### src/rtl/sort_buffer_if.sv
// Stream and status bundle for sort_buffer: batch size, input/output valid/ready streams, busy/done.
interface sort_buffer_if #(
  parameter int unsigned DATAWIDTH = 8
);
  logic [DATAWIDTH-1:0] count;
  logic [DATAWIDTH-1:0] inData;
  logic                 inValid;
  logic                 inReady;
  logic [DATAWIDTH-1:0] outData;
  logic                 outValid;
  logic                 outReady;
  logic                 busy;
  logic                 done;

  modport master (
    output count, inData, inValid, outReady,
    input  inReady, outData, outValid, busy, done
  );

  modport slave (
    input  count, inData, inValid, outReady,
    output inReady, outData, outValid, busy, done
  );
endinterface

### src/rtl/sort_buffer.sv
// Batch sorter: loads N words, odd-even transposition sorts them, streams them out ascending.
// Optional SORT_BUFFER_EARLY_EXIT_EN: leave SORT after an even and an odd pass both without swaps.
module sort_buffer #(
  parameter int unsigned DATAWIDTH = 8,
  parameter int unsigned DEPTH     = 8
) (
  input  logic         clk,
  input  logic         rst,
  sort_buffer_if.slave bus
);

  localparam int unsigned AddrW = $clog2(DEPTH);

  typedef enum logic [1:0] {StIdle, StLoad, StSort, StDrain} state_e;

  state_e               state_q;
  logic [DATAWIDTH-1:0] mem_q  [DEPTH];
  logic [DATAWIDTH-1:0] sort_d [DEPTH];
  logic [AddrW-1:0]     last_q, last_d;
  logic [AddrW-1:0]     w_idx_q, r_idx_q, p_idx_q;
  logic                 in_ready_q, out_valid_q, busy_q;
  logic [DATAWIDTH-1:0] out_data_q;
  logic                 load_hs, drain_hs, sort_exit;
`ifdef SORT_BUFFER_EARLY_EXIT_EN
  logic                 any_swap;
  logic                 prev_clean_q;
`endif

  // Batch size is stored as the index of the last slot (N-1).
  assign last_d = ((bus.count == '0) || (bus.count > DATAWIDTH'(DEPTH))) ?
                  AddrW'(DEPTH - 1) : AddrW'(bus.count - DATAWIDTH'(1));

  assign load_hs  = (state_q == StLoad) && in_ready_q && bus.inValid;
  assign drain_hs = (state_q == StDrain) && out_valid_q && bus.outReady;

  // One transposition pass; pairs are disjoint so each reads only the current contents.
  always_comb begin
    sort_d = mem_q;
`ifdef SORT_BUFFER_EARLY_EXIT_EN
    any_swap = 1'b0;
`endif
    for (int unsigned i = 0; i < DEPTH - 1; i++) begin
      if ((i[0] == p_idx_q[0]) && (AddrW'(i) < last_q) && (mem_q[i] > mem_q[i+1])) begin
        sort_d[i]   = mem_q[i+1];
        sort_d[i+1] = mem_q[i];
`ifdef SORT_BUFFER_EARLY_EXIT_EN
        any_swap    = 1'b1;
`endif
      end
    end
  end

`ifdef SORT_BUFFER_EARLY_EXIT_EN
  assign sort_exit = (p_idx_q == last_q) ||
                     ((p_idx_q != '0) && !any_swap && prev_clean_q);
`else
  assign sort_exit = (p_idx_q == last_q);
`endif

  // Storage is deliberately not reset.
  always_ff @(posedge clk) begin
    if (load_hs) begin
      mem_q[w_idx_q] <= bus.inData;
    end else if (state_q == StSort) begin
      mem_q <= sort_d;
    end
  end

  always_ff @(posedge clk or posedge rst) begin
    if (rst) begin
      state_q      <= StIdle;
      last_q       <= '0;
      w_idx_q      <= '0;
      r_idx_q      <= '0;
      p_idx_q      <= '0;
      in_ready_q   <= 1'b0;
      out_valid_q  <= 1'b0;
      out_data_q   <= '0;
      busy_q       <= 1'b0;
`ifdef SORT_BUFFER_EARLY_EXIT_EN
      prev_clean_q <= 1'b0;
`endif
    end else begin
      unique case (state_q)
        StIdle: begin
          last_q       <= last_d;
          w_idx_q      <= '0;
          r_idx_q      <= '0;
          p_idx_q      <= '0;
          in_ready_q   <= 1'b1;
          busy_q       <= 1'b1;
`ifdef SORT_BUFFER_EARLY_EXIT_EN
          prev_clean_q <= 1'b0;
`endif
          state_q      <= StLoad;
        end
        StLoad: begin
          if (load_hs) begin
            w_idx_q <= w_idx_q + AddrW'(1);
            if (w_idx_q == last_q) begin
              in_ready_q <= 1'b0;
              state_q    <= StSort;
            end
          end
        end
        StSort: begin
          p_idx_q      <= p_idx_q + AddrW'(1);
`ifdef SORT_BUFFER_EARLY_EXIT_EN
          prev_clean_q <= !any_swap;
`endif
          if (sort_exit) begin
            // Slot 0 comes from this pass's result, not the pre-pass storage.
            out_data_q  <= sort_d[0];
            out_valid_q <= 1'b1;
            state_q     <= StDrain;
          end
        end
        StDrain: begin
          if (drain_hs) begin
            if (r_idx_q == last_q) begin
              out_valid_q <= 1'b0;
              busy_q      <= 1'b0;
              state_q     <= StIdle;
            end else begin
              r_idx_q    <= r_idx_q + AddrW'(1);
              out_data_q <= mem_q[r_idx_q + AddrW'(1)];
            end
          end
        end
        default: state_q <= StIdle;
      endcase
    end
  end

  assign bus.inReady  = in_ready_q;
  assign bus.outValid = out_valid_q;
  assign bus.outData  = out_data_q;
  assign bus.busy     = busy_q;
  assign bus.done     = drain_hs && (r_idx_q == last_q);

endmodule

### src/flat_wrapper.sv
// flat-port wrapper written by rule: the top's interface ports become plain ports
module sort_buffer_flat 
#(
  parameter int unsigned DATAWIDTH = 8,
  parameter int unsigned DEPTH     = 8
)
  (clk, rst, bus_count, bus_inData, bus_inValid, bus_outReady, bus_inReady, bus_outData, bus_outValid, bus_busy, bus_done);
  sort_buffer_if #(.DATAWIDTH(DATAWIDTH)) bus_i ();
  input  logic clk;
  input  logic rst;
  input wire logic [$bits(bus_i.count)-1:0] bus_count;
  input wire logic [$bits(bus_i.inData)-1:0] bus_inData;
  input wire logic [$bits(bus_i.inValid)-1:0] bus_inValid;
  input wire logic [$bits(bus_i.outReady)-1:0] bus_outReady;
  output wire logic [$bits(bus_i.inReady)-1:0] bus_inReady;
  output wire logic [$bits(bus_i.outData)-1:0] bus_outData;
  output wire logic [$bits(bus_i.outValid)-1:0] bus_outValid;
  output wire logic [$bits(bus_i.busy)-1:0] bus_busy;
  output wire logic [$bits(bus_i.done)-1:0] bus_done;
  assign bus_i.count = bus_count;
  assign bus_i.inData = bus_inData;
  assign bus_i.inValid = bus_inValid;
  assign bus_i.outReady = bus_outReady;
  assign bus_inReady = bus_i.inReady;
  assign bus_outData = bus_i.outData;
  assign bus_outValid = bus_i.outValid;
  assign bus_busy = bus_i.busy;
  assign bus_done = bus_i.done;
  sort_buffer #(.DATAWIDTH(DATAWIDTH), .DEPTH(DEPTH)) u_core (.clk(clk), .rst(rst), .bus(bus_i));
endmodule
### config.mk
export PLATFORM = sky130hd
export DESIGN_NAME = sort_buffer_flat
export DESIGN_NICKNAME = d
export VERILOG_FILES = /design/src/rtl/sort_buffer_if.sv /design/src/rtl/sort_buffer.sv /design/src/flat_wrapper.sv
export SDC_FILE = /design/constraint.sdc
export NUM_CORES = 1
export LEC_CHECK = 0
export CELL_PAD_IN_SITES_DETAIL_PLACEMENT = 1
export CELL_PAD_IN_SITES_GLOBAL_PLACEMENT = 1
export CORE_MARGIN = 1
export CORE_UTILIZATION = 30
export DETAILED_ROUTE_END_ITERATION = 8
export PLACE_DENSITY = 0.62
export SYNTH_ARGS = -nofsm -noshare
export SYNTH_HDL_FRONTEND = slang
export SYNTH_SLANG_ARGS = --single-unit
### constraint.sdc
create_clock -name clk -period 4.5 [get_ports clk]
set_input_delay 0.9 -clock clk [delete_from_list [all_inputs] [get_ports clk]]
set_output_delay 0.9 -clock clk [all_outputs]
set_load 0.005 [all_outputs]
==> metrics.txt <==
dpl hpwl 16,500 um; Post-DRT Antenna Nets 0; pin count of the biggest net entering global routing 26; pwr/cell area 641 mW/mm^2; mux cell area share after synthesis 0.0849; number of fill cells 2,374; Synth async-reset ratio 0.281; Flop pwr share 0.362; RSZ-0062 raised after global routing no; hold crit path type reg -> reg; Max Clk Rate 301 MHz; total gr overflow 0; share of cells above drive strength 1 0.0749; final WL 22,100 um; vias in the first global route 5,550; Final Hold Fails 0; status finished, final reports clean; Post-synth EDFFs 64; Static Leak 3.03 nW; CTS resizes 0; Post-CTS Setup Bufs 0; final setup violation count 0; CTS tree done; Combinational Power Share 0.477; Slew @ Worst Pin 1.11 ns; hold path startpoint u_core.bus.busy; H-tree levels 3; Worst setup startpoint u_core.state_q[1]; Die Wd 149 um; Critical Path RT 3.60 ns; Sink Count 89; synthesized flop and latch total 89; fin crit period 3.32 ns; IO buf count 31; VDD IR max 0.000203 V; placed insts 913; clk_skew 0.00728 ns; fin area 0.00733 sq mm; hold buffer count at CTS 0; Mapped Nets 715; xor and xnor area share after synthesis 0.0202; Slew Limit Fails 0; r2r startpoint u_core.mem_q[51]; placed cell area 0.00704 sq mm; Mapped Cells 631; worst rel slew slack 0.260; core area 0.0212 sq mm; initial antenna violation count 0; synthesized area per cell 10.3 sq um; main combinational cell family by area after synthesis compound AO/OA/AOI/OAI gates; Pint 2.66 mW; worst setup path class reg -> out; Synth Area in Compound Gates 0.179; RD Place Congestion 0.839; Sw Pwr 2.05 mW; Vias/cell 5.78; clock root buffer master clkbuf_16; number of buffers created by CTS 9; sw frac 0.435; IO Count 32; drt first pass iters 5; vias 5,371; Synth Flop Type edfxtp_1; crit path DAT 2.42 ns; final cell count without fillers 929; crit-path max FO 21; initial core utilization 0.308; row count 53; Clock transition at path regs 0.07 ns; maxcap violations 0; worst hold slack 0.497 ns; Post-Synth Simple-Gate Area 0.136; critical path capture point type output port; Sum Neg Setup Slack 0 ns; fin crit share 0.737; Initial DRC Count 461; post-synthesis adder-cell area fraction 0.123; Residual DRC 0; chip height 149 um; register area share after synthesis 0.391; Synth Cell Area 0.00651 sq mm; ant diodes 0; Clock Power Share 0.161; CP startpoint kind flip-flop; first-pass GRT wire length 33,600 um; post-synthesis cell type count 54; insertion delay to the later sink of the worst-skew pair 0.35 ns; Clock Tree Buf Depth 2; full die area 0.0223 sq mm; nets 733; synth-to-layout area growth 12.6%; synthesis warning total 0; GRT Util Overall 0.205; WL/cell 23.8 um
[metal layers]
layer,routed length [um],track usage,vias up,share of wire
met5,0,0,-,0
met4,551,0.0755,0,0.025
met3,1390,0.0309,39,0.063
met2,10900,0.348,195,0.49
met1,9250,0.263,2740,0.42
li1,-,-,2397,-
[cells in the final DEF (no fill, tap or decap), drive strengths merged, types with 8 or more instances in the layout]
cell type      count
a21oi             28
a221o             32
xnor2             13
nor2              18
dfrtp             25
a22oi             17
clkbuf             9
mux4              16
nand2             39
nor2b             10
and2              33
edfxtp            64
inv               73
o21ai             40
ha                64
nor3               8
nand4             14
o31ai              9
nand3             26
clkdlybuf4s50     31
a22o              10
mux2i             17
[power by group through the flow]
| stage | combinational [mW] | sequential, mW | clock (mW) |
|---|---|---|---|
| floorplan | 1.72 | 1.45 | 0 |
| global placement | 2.10 | 1.70 | 0 |
| detailed placement | 2.24 | 1.71 | 0 |
| CTS | 2.25 | 1.69 | 0.769 |
| global route | 2.49 | 1.72 | 0.799 |
| finish | 2.24 | 1.70 | 0.759 |
[layout make-up]
cell class | instances | area (sq um) | share of cell area
inverter | 72 | 270 | 0.0368
clock buffer | 9 | 225 | 0.0307
sequential | 89 | 2550 | 0.347
clock inverter | 7 | 70.1 | 0.00955
tap | 275 | 344 | 0.0469
timing repair buffer | 35 | 340 | 0.0464
multi-input combinational | 442 | 3540 | 0.482
[sequential cells by signal, summed over array words and instances, names as in the netlist, 2 cells and up]
| name | count |
|---|---|
| u_core.mem_q | 64 |
| u_core.bus.outData | 8 |
| u_core.last_q | 3 |
| u_core.p_idx_q | 3 |
| u_core.r_idx_q | 3 |
| u_core.w_idx_q | 3 |
| u_core.state_q | 2 |
[cell families after synthesis]
family / Yosys count
fa+ha+maj: 64
simple gates: 167
buf+inv: 100
mux: 35
flops: 89
xor+xnor: 15
compound gates: 161
[synth_stat cells (all sizes together) (13+ instances only)]
master / count / area [sq um]
a21oi: 28 / 151
a221o: 32 / 320
a22oi: 17 / 128
and2: 33 / 206
buf: 21 / 130
dfrtp: 25 / 626
edfxtp: 64 / 1920
ha: 64 / 801
inv: 72 / 270
mux2i: 17 / 170
mux4: 16 / 360
nand2: 39 / 146
nand3: 26 / 130
nand4: 14 / 87.6
nor2: 18 / 75.1
o21ai: 40 / 204
xnor2: 13 / 114
[critical path: stages (launching register included)]
cell and delay, ns:
dfrtp_1 0.40, ha_1 0.62, nand3_1 0.18, or2_1 0.29, inv_1 0.08, clkdlybuf4s50_1 0.49
[metrics by stage]
step,util,setup WS [ns],power (mW)
2_1_floorplan,-,2.10,3.17
3_3_place_gp,0.333,1.19,3.80
3_5_place_dp,0.333,1.05,3.94
4_1_cts,0.347,1.20,4.71
5_1_grt,0.347,1.01,5.00
6_report,0.347,1.18,4.70
[worst paths after layout]
check,to,slack (ns),cells past startpoint
max,bus_done,1.18,5
min,u_core.bus.busy,0.50,2
max reg2reg,u_core.mem_q[53],1.52,8
min reg2reg,u_core.bus.busy,0.50,2
max in group asynchronous,u_core.r_idx_q[2],2.79,2
min in group asynchronous,u_core.state_q[0],1.09,2
No activity file was read; power rests on OpenSTA's default activity.
